## src/rtl/mem_arbiter_pkg.sv

```systemverilog
// Shared definitions for the data-memory arbiter: the FSM state encoding,
// default sizes, and the core-index width.
package mem_arbiter_pkg;

  typedef enum logic [1:0] {
    IDLE    = 2'b00,
    ISSUE   = 2'b01,
    RESPOND = 2'b10,
    RELEASE = 2'b11
  } arb_state_e;

  localparam int MA_NUM_CORES = 4;
  localparam int MA_ADDR_BITS = 8;
  localparam int MA_DATA_BITS = 8;

  // Bits needed to name one of n cores.
  // The floor of 1 keeps the index a legal vector for degenerate sizes.
  function automatic int idx_width(input int n);
    return (n > 1) ? $clog2(n) : 1;
  endfunction

  localparam int MA_IDX_W = idx_width(MA_NUM_CORES);

endpackage

```

## src/rtl/mem_arbiter_if.sv

```systemverilog
// Bundle of the per-core request/response lines and the memory-side port.
// The slave modport is the arbiter; the master modport is the core/memory side.
interface mem_arbiter_if #(
  parameter int NUM_CORES = 4,
  parameter int ADDR_BITS = 8,
  parameter int DATA_BITS = 8
);
  logic [NUM_CORES-1:0]           req_valid;
  logic [NUM_CORES-1:0]           req_we;
  logic [NUM_CORES*ADDR_BITS-1:0] req_addr;
  logic [NUM_CORES*DATA_BITS-1:0] req_wdata;
  logic [NUM_CORES-1:0]           rsp_valid;
  logic [DATA_BITS-1:0]           rsp_rdata;
  logic                           mem_valid;
  logic                           mem_we;
  logic [ADDR_BITS-1:0]           mem_addr;
  logic [DATA_BITS-1:0]           mem_wdata;
  logic                           mem_ready;
  logic [DATA_BITS-1:0]           mem_rdata;
  logic                           busy;

  modport slave (
    input  req_valid, req_we, req_addr, req_wdata, mem_ready, mem_rdata,
    output rsp_valid, rsp_rdata, mem_valid, mem_we, mem_addr, mem_wdata, busy
  );

  modport master (
    output req_valid, req_we, req_addr, req_wdata, mem_ready, mem_rdata,
    input  rsp_valid, rsp_rdata, mem_valid, mem_we, mem_addr, mem_wdata, busy
  );
endinterface

```

## src/rtl/mem_arbiter_rr_priority_picker.sv

```systemverilog
// Round-robin priority picker: returns the first set request bit found when
// scanning ptr, ptr+1, ... modulo N. Purely combinational.
module rr_priority_picker
  import mem_arbiter_pkg::*;
#(
  parameter int N     = MA_NUM_CORES,
  parameter int IDX_W = idx_width(N)
) (
  input  logic [N-1:0]     req_i,
  input  logic [IDX_W-1:0] ptr_i,
  output logic             found_o,
  output logic [IDX_W-1:0] grant_o
);

  int               cand;
  logic [IDX_W-1:0] cand_idx;

  // Scan from the farthest offset back to ptr so the nearest hit is written last.
  always_comb begin
    // NOTE: every output of this block gets a default first, so no path leaves
    // a value unassigned and no latch is inferred.
    found_o  = 1'b0;
    grant_o  = '0;
    cand     = 0;
    cand_idx = '0;
    for (int k = N - 1; k >= 0; k--) begin
      cand     = (int'(ptr_i) + k) % N;
      cand_idx = IDX_W'(cand);
      if (req_i[cand_idx]) begin
        found_o = 1'b1;
        grant_o = cand_idx;
      end
    end
  end

endmodule

```

## src/rtl/mem_arbiter.sv

```systemverilog
// Round-robin arbiter sharing one data-memory port among NUM_CORES compute
// units. One transaction at a time: grant, issue to memory, pulse the
// response to the granted core, then wait for that core to drop its request.
module mem_arbiter
  import mem_arbiter_pkg::*;
#(
  parameter int NUM_CORES = MA_NUM_CORES,
  parameter int ADDR_BITS = MA_ADDR_BITS,
  parameter int DATA_BITS = MA_DATA_BITS
) (
  input  logic           clk,
  input  logic           reset,
  mem_arbiter_if.slave   bus
);

  localparam int IDX_W = idx_width(NUM_CORES);

  arb_state_e           state_q,     state_d;
  logic [IDX_W-1:0]     rr_ptr_q,    rr_ptr_d;
  logic [IDX_W-1:0]     grant_q,     grant_d;
  logic [NUM_CORES-1:0] rsp_valid_q, rsp_valid_d;
  logic [DATA_BITS-1:0] rsp_rdata_q, rsp_rdata_d;
  logic                 mem_valid_q, mem_valid_d;
  logic                 mem_we_q,    mem_we_d;
  logic [ADDR_BITS-1:0] mem_addr_q,  mem_addr_d;
  logic [DATA_BITS-1:0] mem_wdata_q, mem_wdata_d;
  logic                 busy_q,      busy_d;

  logic                 pick_found;
  logic [IDX_W-1:0]     pick_idx;

  rr_priority_picker #(
    .N     (NUM_CORES),
    .IDX_W (IDX_W)
  ) u_picker (
    .req_i   (bus.req_valid),
    .ptr_i   (rr_ptr_q),
    .found_o (pick_found),
    .grant_o (pick_idx)
  );

  // State and output registers; reset aborts any transaction in flight.
  always_ff @(posedge clk or negedge reset) begin
    if (!reset) begin
      state_q     <= IDLE;
      rr_ptr_q    <= '0;
      grant_q     <= '0;
      rsp_valid_q <= '0;
      rsp_rdata_q <= '0;
      mem_valid_q <= 1'b0;
      mem_we_q    <= 1'b0;
      mem_addr_q  <= '0;
      mem_wdata_q <= '0;
      busy_q      <= 1'b0;
    end else begin
      // NOTE: non-blocking assignments so every register samples the
      // pre-edge values, independent of statement order.
      state_q     <= state_d;
      rr_ptr_q    <= rr_ptr_d;
      grant_q     <= grant_d;
      rsp_valid_q <= rsp_valid_d;
      rsp_rdata_q <= rsp_rdata_d;
      mem_valid_q <= mem_valid_d;
      mem_we_q    <= mem_we_d;
      mem_addr_q  <= mem_addr_d;
      mem_wdata_q <= mem_wdata_d;
      busy_q      <= busy_d;
    end
  end

  // Next-state and next-output logic; everything holds unless a state acts.
  always_comb begin
    state_d     = state_q;
    rr_ptr_d    = rr_ptr_q;
    grant_d     = grant_q;
    rsp_valid_d = rsp_valid_q;
    rsp_rdata_d = rsp_rdata_q;
    mem_valid_d = mem_valid_q;
    mem_we_d    = mem_we_q;
    mem_addr_d  = mem_addr_q;
    mem_wdata_d = mem_wdata_q;

    unique case (state_q)
      IDLE: begin
        if (pick_found) begin
          grant_d     = pick_idx;
          mem_we_d    = bus.req_we[pick_idx];
          mem_addr_d  = bus.req_addr[pick_idx*ADDR_BITS +: ADDR_BITS];
          mem_wdata_d = bus.req_wdata[pick_idx*DATA_BITS +: DATA_BITS];
          mem_valid_d = 1'b1;
          state_d     = ISSUE;
        end
      end
      ISSUE: begin
        if (bus.mem_ready) begin
          mem_valid_d          = 1'b0;
          rsp_valid_d          = '0;
          rsp_valid_d[grant_q] = 1'b1;
          if (!mem_we_q) rsp_rdata_d = bus.mem_rdata;
          state_d              = RESPOND;
        end
      end
      RESPOND: begin
        rsp_valid_d = '0;
        rr_ptr_d    = (grant_q == IDX_W'(NUM_CORES - 1)) ? '0 : grant_q + IDX_W'(1);
        state_d     = RELEASE;
      end
      RELEASE: begin
        // Hold here until the serviced core lets go, so its stale request
        // cannot win a second grant.
        if (!bus.req_valid[grant_q]) state_d = IDLE;
      end
      default: state_d = IDLE;
    endcase

    busy_d = (state_d != IDLE);
  end

  assign bus.rsp_valid = rsp_valid_q;
  assign bus.rsp_rdata = rsp_rdata_q;
  assign bus.mem_valid = mem_valid_q;
  assign bus.mem_we    = mem_we_q;
  assign bus.mem_addr  = mem_addr_q;
  assign bus.mem_wdata = mem_wdata_q;
  assign bus.busy      = busy_q;

endmodule
```

## src/flat_wrapper.sv

```systemverilog
// flat-port wrapper written by rule: the top's interface ports become plain ports
module mem_arbiter_flat import mem_arbiter_pkg::*;
#(
  parameter int NUM_CORES = MA_NUM_CORES,
  parameter int ADDR_BITS = MA_ADDR_BITS,
  parameter int DATA_BITS = MA_DATA_BITS
)
  (clk, reset, bus_req_valid, bus_req_we, bus_req_addr, bus_req_wdata, bus_mem_ready, bus_mem_rdata, bus_rsp_valid, bus_rsp_rdata, bus_mem_valid, bus_mem_we, bus_mem_addr, bus_mem_wdata, bus_busy);
  mem_arbiter_if #(.NUM_CORES(NUM_CORES), .ADDR_BITS(ADDR_BITS), .DATA_BITS(DATA_BITS)) bus_i ();
  input  logic clk;
  input  logic reset;
  input wire logic [$bits(bus_i.req_valid)-1:0] bus_req_valid;
  input wire logic [$bits(bus_i.req_we)-1:0] bus_req_we;
  input wire logic [$bits(bus_i.req_addr)-1:0] bus_req_addr;
  input wire logic [$bits(bus_i.req_wdata)-1:0] bus_req_wdata;
  input wire logic [$bits(bus_i.mem_ready)-1:0] bus_mem_ready;
  input wire logic [$bits(bus_i.mem_rdata)-1:0] bus_mem_rdata;
  output wire logic [$bits(bus_i.rsp_valid)-1:0] bus_rsp_valid;
  output wire logic [$bits(bus_i.rsp_rdata)-1:0] bus_rsp_rdata;
  output wire logic [$bits(bus_i.mem_valid)-1:0] bus_mem_valid;
  output wire logic [$bits(bus_i.mem_we)-1:0] bus_mem_we;
  output wire logic [$bits(bus_i.mem_addr)-1:0] bus_mem_addr;
  output wire logic [$bits(bus_i.mem_wdata)-1:0] bus_mem_wdata;
  output wire logic [$bits(bus_i.busy)-1:0] bus_busy;
  assign bus_i.req_valid = bus_req_valid;
  assign bus_i.req_we = bus_req_we;
  assign bus_i.req_addr = bus_req_addr;
  assign bus_i.req_wdata = bus_req_wdata;
  assign bus_i.mem_ready = bus_mem_ready;
  assign bus_i.mem_rdata = bus_mem_rdata;
  assign bus_rsp_valid = bus_i.rsp_valid;
  assign bus_rsp_rdata = bus_i.rsp_rdata;
  assign bus_mem_valid = bus_i.mem_valid;
  assign bus_mem_we = bus_i.mem_we;
  assign bus_mem_addr = bus_i.mem_addr;
  assign bus_mem_wdata = bus_i.mem_wdata;
  assign bus_busy = bus_i.busy;
  mem_arbiter #(.NUM_CORES(NUM_CORES), .ADDR_BITS(ADDR_BITS), .DATA_BITS(DATA_BITS)) u_core (.clk(clk), .reset(reset), .bus(bus_i));
endmodule
```

## config.mk

```make
export PLATFORM = sky130hd
export DESIGN_NAME = mem_arbiter_flat
export DESIGN_NICKNAME = d
export VERILOG_FILES = /design/src/rtl/mem_arbiter_pkg.sv /design/src/rtl/mem_arbiter_if.sv /design/src/rtl/mem_arbiter_rr_priority_picker.sv /design/src/rtl/mem_arbiter.sv /design/src/flat_wrapper.sv
export SDC_FILE = /design/constraint.sdc
export NUM_CORES = 1
export LEC_CHECK = 0
export CELL_PAD_IN_SITES_DETAIL_PLACEMENT = 0
export CELL_PAD_IN_SITES_GLOBAL_PLACEMENT = 1
export CORE_MARGIN = 1.5
export CORE_UTILIZATION = 33
export CTS_BUF_LIST = sky130_fd_sc_hd__clkbuf_2 sky130_fd_sc_hd__clkbuf_4 sky130_fd_sc_hd__clkbuf_8
export CTS_CLUSTER_SIZE = 40
export DETAILED_ROUTE_END_ITERATION = 8
export GPL_TIMING_DRIVEN = 0
export HOLD_SLACK_MARGIN = 0.1
export PLACE_DENSITY_LB_ADDON = 0.12
export SLEW_MARGIN = 20
export SYNTH_ARGS = -nofsm -noshare
export SYNTH_HDL_FRONTEND = slang
export SYNTH_HIERARCHICAL = 1
export SYNTH_SLANG_ARGS = --single-unit
```

## constraint.sdc

```tcl
create_clock -name clk -period 4.1 [get_ports clk]
set_input_delay 0.82 -clock clk [delete_from_list [all_inputs] [get_ports clk]]
set_output_delay 0.82 -clock clk [all_outputs]
set_load 0.01 [all_outputs]
```

# == Yosys cells after proc, flatten, opt, wreduce, memory -nomap -nowiden ==
# Cells that the tools add are included.
# totals
reg_bits,37
latch_bits,0
ramBits,0
romBits,0
input_bits,83
wordCells,71
n_memories,0
# op_classes
n_addsub,4
mul,0
n_div,0
magnitude_cmp,7
eq_ne,6
n_shift,2
n_mux,32
bitwise,1
n_reduce_logical,9
# op_table
cell,count
$shiftx A32 B6 Y8,2
$lt A2 B3 Y1 const B,6
$mux W2,8
$mux W1,13
$bmux W1 S2,6
$pmux W2 S4,1
$pmux W4 S2,1
$eq A2 B2 Y1 const B,3
$reduce_and A3 Y1,2
$reduce_bool A2 Y1,3
$add A2 B1 Y2 const B,2
$add A2 B2 Y2 const B,2
$mux W4,1
$reduce_and A2 Y1,2
$demux W1 S2,1
$eq A2 B1 Y1 const B,1
$ge A2 B1 Y1 const B,1
$logic_not A2 Y1,1
$ne A2 B1 Y1 const B,1
$ne A2 B2 Y1 const B,1
$pmux W1 S2,1
$logic_and A1 B1 Y1,1
$not A1 Y1,1

# == Logic depth before layout (Yosys ltp) ==
# Gate-level depths: netlist of the first run.
# logic_depth
ltp_word,10
depth_mapped,7
depth_no_buf,5

# == By module ==
# Netlist of the first run, hierarchy kept.
# by_module_without_submodules
mod,instances,cells_each,area_each_um2
mem_arbiter,1,133,2026.9
rr_priority_picker,1,13,77.6

# == Least setup slack after synthesis of the first run ==
# OpenSTA, ideal clock, no wires.
# synth_path
path_type,input-to-reg
startpoint,in bus_req_valid[3]
endpoint,reg u_core.mem_addr_q[0] (netlist: u_core/bus.mem_addr[0])
setup_time_ns,0.125
t_arrival_ns,2.163
required_ns,3.975
setup_slack_ns,1.812
path_stages,6
path_cell_list,mux2i_1 a211oi_2 buf_6 buf_12 mux4_2 mux2_4
# synth_between
elab_chain_len,7
# synth_lines
item,line_no,rtl
"start, declared",flat_wrapper.sv:12,input wire logic [$bits(bus_i.req_valid)-1:0] bus_req_valid;
$bmux W1 S2,mem_arbiter_rr_priority_picker.sv:29,if (req_i[cand_idx]) begin
$mux W1 (not written as such),mem_arbiter_rr_priority_picker.sv:29,
$mux W2 (3 in series),mem_arbiter_rr_priority_picker.sv:29,
$mux W2 *,mem_arbiter_rr_priority_picker.sv:29,
net u_core.pick_idx[0],mem_arbiter.sv:30,logic [IDX_W-1:0] pick_idx;
$shiftx A32 B6 Y8 *,mem_arbiter.sv:88,mem_addr_d = bus.req_addr[pick_idx*ADDR_BITS +: ADDR_BITS];
"end signal, assigned",mem_arbiter.sv:65,mem_addr_q <= mem_addr_d;
"end, declared",mem_arbiter.sv:25,"logic [ADDR_BITS-1:0] mem_addr_q, mem_addr_d;"
# The timed path passes the listed nets; every way through them passes the cells marked *. The select of a mux whose other input is x is not followed.
# A chain may end at the register's enable or synchronous reset.

# == Worst setup path in the final report of the first run ==
# layout_path
startpoint,in bus_req_valid[3]
endpoint,reg u_core.mem_we_q (netlist: u_core/bus.mem_we)
# layout_between
elab_chain_len,8
# layout_lines
item,line_no,rtl
$bmux W1 S2,mem_arbiter_rr_priority_picker.sv:29,
$mux W1 (not written as such),mem_arbiter_rr_priority_picker.sv:29,
$mux W2 (3 in series),mem_arbiter_rr_priority_picker.sv:29,
$mux W2 *,mem_arbiter_rr_priority_picker.sv:29,
net u_core.pick_idx[0],mem_arbiter.sv:30,
$bmux W1 S2 *,mem_arbiter.sv:87,mem_we_d = bus.req_we[pick_idx];
$mux W1 (not written as such) *,mem_arbiter.sv:87,
"end signal, assigned",mem_arbiter.sv:64,mem_we_q <= mem_we_d;
"end, declared",mem_arbiter.sv:24,"logic mem_we_q, mem_we_d;"
# Marks and branches as above.

==> impl_metrics.ini, run 1 <==
[status]
status = complete, no violations

[power]
power.leakage_nw = 1.39
power_frac_comb = 0.562
intPower_mw = 1.40
clkPwrFrac = 0.118
power_frac_seq = 0.320
p_per_area_mw_per_mm2 = 613
p_sw_uw = 699
peakVddDrop_v = 0.000298
switching_share = 0.332

[worst_setup_path]
cp-end-kind = flop
rrSetupSlack_ns = 1.98
r2r_cells = 6
arrival_ns = 2.87
rr_startpoint = u_core/rr_ptr_q[1]$_DFFE_PN0P_
crit_fanout = 10
crit_type = input port to flop
required_ns = 4.28
r2r_end = u_core/bus.mem_we$_DFFE_PN0P_
worst_setup_path_start_kind = input port

[synth]
yosys.area_share.simple = 0.0707
ys.warnings.count = 6
yosysMostFrequentCell = dfrtp_1
synth_xor_area_frac = 0
ys.flop_type = dfrtp_1
yosysSeqAreaShare = 0.440
synth_mux_area_frac = 0.367
synth_top_family_by_area = multiplexers
synth_top_area_share = 0.440
synth_nets = 233
ys_ff_latch = 37
synth.area.top_cells = dfrtp_1 (44%), mux2_2 (10%), mux4_1 (10%)
synth-compound-area-share = 0.0630
synth.distinct_cells = 29
syn_area_per_cell_um2 = 14.4
async_reset_ff_frac = 1.00
yosysTopAreaCell = dfrtp_1
synth_common_cells = dfrtp_1 (37), mux2_2 (19), mux2_4 (9), mux4_2 (9), nand2_1 (9)
synthesis.area_mm2 = 0.00210
synthCells = 146
synth_fa_ha_area_frac = 0.0238
synth_edf_count = 0

[grt]
grt_max_degree = 33
grt_antenna_before_repair = 0
grt_util_met2 = 0.259
first_global_vias = 1781
grt_pass1_wl_um = 8800
grt.busiest_layer = met2
grt_use_met1 = 0.199
grt.total_usage = 0.159
grt_use_met3 = 0.0517
grt_overflow = 0

[detailed_routing]
drt-vias-per-instance = 4.94
finalWirelength_um = 5200
drc_errors = 0
drt_first_pass_iters = 4
vias = 1693
initialDrtViolationCount = 48
detail-route-antenna-nets = 0
wire_per_inst_um = 15.2

[sta]
final_max_slew_viol_count = 0
fmax_ghz = 0.372
fin_skew_ns = 0.00794
fin_crit_sh = 0.656
worstMarginPinSlew_ns = 0.419
setup_tns_ns = 0
period_needed_ns = 2.69
relSlewSlack = 0.720
hold_violations = 0
setup_viol = 0
rsz0062_at_grt = no

[floorplan]
chipHeight_um = 82.9
die_area_mm2 = 0.00687
core-area_mm2 = 0.00603
dieWidth_um = 82.9
num_rows = 28
floorplan.initialDensity = 0.349
io_pins = 114

[cells_and_area]
antenna_cells = 0
final_nets = 354
instances_no_fill = 343
drive_above_1_share = 0.213
areaGrowthSynthToFinish_pct = 63.0

[min_path]
min_path_type = input port to asynchronous set/reset pin

[place]
io_buffers = 113
place_inst = 335
place_congestion = 0.730
hpwl_um = 4060

[clock_tree]
cts_setup_buffers = 0
clock_sinks = 37
max-clock-path-buffers = 2
cts_tree = yes
cts-htree-levels = 2
cts_buffers = 5
clkSlewWorstSetupHoldPaths_ns = 0.08
cts_resized = 0
cts_hold_buf = 0
cts_root_buf = clkbuf_8
clk_latency_ns = 0.29

[flow_run]
max_cap_viol_count = 0
==> worst max path at each step <==
stage / cells after the start / to / slack (ns) / startpoint
floorplan: 6 / u_core/bus.mem_addr[0]$_DFFE_PN0P_ / 1.81 / bus_req_valid[3]
global placement: 7 / u_core/bus.mem_we$_DFFE_PN0P_ / 1.06 / bus_req_valid[3]
detailed placement: 7 / u_core/bus.mem_we$_DFFE_PN0P_ / 1.09 / bus_req_valid[3]
CTS: 7 / u_core/bus.mem_we$_DFFE_PN0P_ / 1.39 / bus_req_valid[3]
global route: 8 / u_core/bus.mem_we$_DFFE_PN0P_ / 1.28 / bus_req_valid[1]
finish: 7 / u_core/bus.mem_we$_DFFE_PN0P_ / 1.41 / bus_req_valid[3]
==> logic make-up (layout without fill, tap and decap cells) <==
family	after synthesis	in the layout
AND/OR/NAND/NOR	28	28
AO/OA/AOI/OAI	19	19
flip-flops	37	37
adder cells (fa/ha/maj)	4	4
buffers and inverters	12	134
multiplexers	46	46
==> flip-flops by register name, indices dropped and copies added, names as in the netlist <==
| register | count |
|---|---|
| u_core/bus.mem_addr | 8 |
| u_core/bus.mem_we | 1 |
| u_core/bus.rsp_valid | 4 |
| u_core/bus.rsp_rdata | 8 |
| u_core/bus.mem_wdata | 8 |
| u_core/bus.busy | 1 |
| u_core/state_q | 2 |
| u_core/rr_ptr_q | 2 |
| u_core/grant_q | 2 |
| u_core/bus.mem_valid | 1 |
==> worst max-delay path, stage by stage <==
cell and delay, ns:
clkdlybuf4s50_1 0.53, mux2i_1 0.10, a211oi_2 0.25, buf_6 0.19, buf_12 0.16, mux4_2 0.53, mux2_4 0.27
==> power groups by stage <==
| stage | clock (mW) | sequential (mW) | combinational, mW |
|---|---|---|---|
| 2_1_floorplan | 0 | 0.731 | 0.618 |
| 3_3_place_gp | 0 | 0.674 | 1.19 |
| 3_5_place_dp | 0 | 0.677 | 1.20 |
| 4_1_cts | 0.260 | 0.675 | 1.20 |
| 5_1_grt | 0.275 | 0.704 | 1.27 |
| 6_report | 0.248 | 0.673 | 1.18 |
==> layout by cell type (no fill, tap or decap), types with 2 or more instances in the layout <==
cell type,synthesis,layout
inv_1,4,4
nor2_1,5,5
mux4_2,9,9
clkinv_2,0,2
nand2_1,9,9
clkdlybuf4s50_1,0,112
mux4_1,8,8
dfrtp_1,37,37
clkbuf_8,0,5
o21ai_0,4,4
mux2_2,19,19
a31oi_1,5,5
nor2b_1,4,4
mux2_4,9,9
buf_12,1,2
nand2b_1,5,5
a21oi_1,2,2
buf_2,5,6
ha_1,4,4
o2bb2ai_1,4,4
==> per-layer routing <==
metal	up-vias	wire [um]
li1	800	-
met1	794	2170
met2	93	2540
met3	6	414
met4	0	68
met5	-	0
==> cell type report <==
class | instances | area, um2
buffer | 8 | 60.1
multi-input combinational | 97 | 1100
clock buffer | 5 | 68.8
timing repair buffer | 114 | 1150
inverter | 4 | 15.0
tap | 75 | 93.8
sequential | 37 | 926
fill | 518 | 2590
clock inverter | 3 | 17.5
==> stage by stage <==
stage | util | worst slack, ns | power [mW] | hold WS, ns | instance area (um2)
3_5_place_dp | 0.555 | 1.09 | 1.87 | 0.491 | 3340
4_1_cts | 0.569 | 1.39 | 2.14 | 0.353 | 3430
3_3_place_gp | 0.553 | 1.06 | 1.87 | 0.488 | 3330
6_report | 0.569 | 1.41 | 2.10 | 0.359 | 3430
2_1_floorplan | - | 1.81 | 1.35 | 0.504 | 2100
5_1_grt | 0.569 | 1.28 | 2.25 | 0.356 | 3430
Power figures use the tool's default switching activity.
==> run 2, diff against run 1 <==
--- a/config.mk
+++ b/config.mk
@@ -8,7 +8,7 @@
 export CELL_PAD_IN_SITES_DETAIL_PLACEMENT = 0
 export CELL_PAD_IN_SITES_GLOBAL_PLACEMENT = 1
 export CORE_MARGIN = 1.5
-export CORE_UTILIZATION = 33
+export CORE_UTILIZATION = 31
 export CTS_BUF_LIST = sky130_fd_sc_hd__clkbuf_2 sky130_fd_sc_hd__clkbuf_4 sky130_fd_sc_hd__clkbuf_8
 export CTS_CLUSTER_SIZE = 40
 export DETAILED_ROUTE_END_ITERATION = 8
==> constraint.sdc (replaced) <==
create_clock -name clk -period 2.8 [get_ports clk]
set_input_delay 0.56 -clock clk [delete_from_list [all_inputs] [get_ports clk]]
set_output_delay 0.56 -clock clk [all_outputs]
set_load 0.01 [all_outputs]
==> run 2 against run 1 <==
The run now ends with design-rule violations left. Non-clock buffer count unchanged. Utilization fell by 3.8 points. Critical endpoint unchanged. Sequential share of layout area barely moved. Routed wire length decreased by 0.46%. Count of clock-buffer cells in the layout unchanged. Setup slack worse by 1.0 ns. Via count increased by 0.47%. Sequential power is 47% higher. Total power up 46%. Hold slack lost 0.19 ns.
==> impl_metrics.ini, run 2 (same netlist as run 1, synthesis figures left out) <==
[status]
status = finished with violations
violations = design-rule violations

[detailed_routing]
drc_errors = 1
vias = 1701
wire_per_inst_um = 15.0
drt_first_pass_iters = 6
initialDrtViolationCount = 29
detail-route-antenna-nets = 0
drt-vias-per-instance = 4.93
finalWirelength_um = 5170

[clock_tree]
cts_setup_buffers = 0
cts_resized = 0
cts_buffers = 5
clk_latency_ns = 0.29
clock_sinks = 37
cts_root_buf = clkbuf_8
cts_tree = yes
cts-htree-levels = 2
cts_hold_buf = 0
max-clock-path-buffers = 2
clkSlewWorstSetupHoldPaths_ns = 0.08

[worst_setup_path]
crit_cells = 7
worst_setup_path_start_kind = input port
slowest_delay_ns = 0.55
endpoint = u_core/bus.mem_we$_DFFE_PN0P_
rrSetupSlack_ns = 0.71
crit_buf_inv = 3
rr_startpoint = u_core/rr_ptr_q[1]$_DFFE_PN0P_
crit_fanout = 10
cp-end-kind = flop
crit_slowest_cell = clkdlybuf4s50_1
r2r_cells = 6
crit_type = input port to flop
critical_path.top_delay_family = buffers and inverters
arrival_ns = 2.60
startpoint = bus_req_valid[3]
required_ns = 2.97
r2r_end = u_core/bus.mem_we$_DFFE_PN0P_
crit_chain = clkdlybuf4s50_1 > mux2i_1 > a211oi_2 > buf_6 > buf_12 > mux4_2 > mux2_4

[floorplan]
die_area_mm2 = 0.00729
io_pins = 114
dieWidth_um = 85.4
chipHeight_um = 85.4
core-area_mm2 = 0.00646
num_rows = 29
floorplan.initialDensity = 0.326

[power]
power.leakage_nw = 1.39
p_per_area_mw_per_mm2 = 896
peakVddDrop_v = 0.000292

[grt]
grt_overflow = 0
grt_antenna_before_repair = 0
grt_max_degree = 25
grt.total_usage = 0.151
first_global_vias = 1800
grt_pass1_wl_um = 8500

[cells_and_area]
mostFrequentLayoutCells = clkdlybuf4s50_1 (112), dfrtp_1 (37), mux2_2 (19)
multi_input_area_mm2 = 0.00110
areaGrowthSynthToFinish_pct = 63.1
regArea_um2 = 926
antenna_cells = 0
final_nets = 354
drive_above_1_share = 0.213
finalInstanceArea_mm2 = 0.00343
num-fill-cells = 578
final_common_cell = clkdlybuf4s50_1

[sta]
fin_crit_sh = 0.867
hold_violations = 0
setup_viol = 0
period_needed_ns = 2.43
setup_tns_ns = 0
rsz0062_at_grt = no
worstMarginPinSlew_ns = 0.412
relSlewSlack = 0.725
fin_skew_ns = 0.00443
fmax_ghz = 0.412
final_max_slew_viol_count = 0

[flow_run]
max_cap_viol_count = 0

[place]
placed_area_mm2 = 0.00335
io_buffers = 113
hpwl_um = 4070
place_congestion = 0.739

[min_path]
min_path_type = input port to asynchronous set/reset pin
run 2: cell counts in the layout (fill, tap and decap cells not counted):
No cell type changed its count.
run 2: per-stage QoR:
step / setup slack, ns / hold slack, ns / utilization / power [mW] / cells
floorplan: 0.772 / 0.264 / - / 1.98 / 146
global placement: 0.0540 / 0.489 / 0.516 / 2.72 / 336
detailed placement: 0.0625 / 0.495 / 0.518 / 2.74 / 337
CTS: 0.371 / 0.178 / 0.532 / 3.13 / 345
global route: 0.276 / 0.191 / 0.532 / 3.28 / 345
finish: 0.372 / 0.173 / 0.532 / 3.07 / 345
run 2: power breakdown:
group	switching [mW]	internal, mW	leakage (nW)	total, mW
clock network	0.193	0.172	0.0439	0.365
registers	0.188	0.802	0.443	0.990
logic	0.640	1.08	0.905	1.72
total	1.02	2.05	1.39	3.07
run 2: per-layer routing:
layer,global-route usage,share of wire,vias up
met5,0,0,-
met4,0.0440,0.011,0
met3,0.0516,0.071,4
met2,0.259,0.50,71
met1,0.181,0.42,824
li1,-,-,802
run 2: how the worst min path moves through the flow:
stage                                              startpoint                             endpoint  slack (ns)  cells past startpoint
after floorplan                                         reset            u_core/bus.busy$_DFF_PN0_        0.26                      0
after global placement    u_core/bus.rsp_rdata[5]$_DFFE_PN0P_  u_core/bus.rsp_rdata[5]$_DFFE_PN0P_        0.49                      1
after detailed placement  u_core/bus.rsp_valid[3]$_DFFE_PN0P_  u_core/bus.rsp_valid[3]$_DFFE_PN0P_        0.49                      1
after CTS                                               reset  u_core/bus.mem_wdata[5]$_DFFE_PN0P_        0.18                      1
after global routing                                    reset  u_core/bus.mem_wdata[5]$_DFFE_PN0P_        0.19                      1
final                                                   reset  u_core/bus.mem_wdata[5]$_DFFE_PN0P_        0.17                      1
run 2: final cells by class:
type                       count  share of cell area
timing repair buffer         114               0.334
inverter                       4             0.00437
buffer                         8              0.0175
clock inverter                 3             0.00510
tap                           77              0.0281
clock buffer                   5              0.0200
multi-input combinational     97               0.321
sequential                    37               0.270
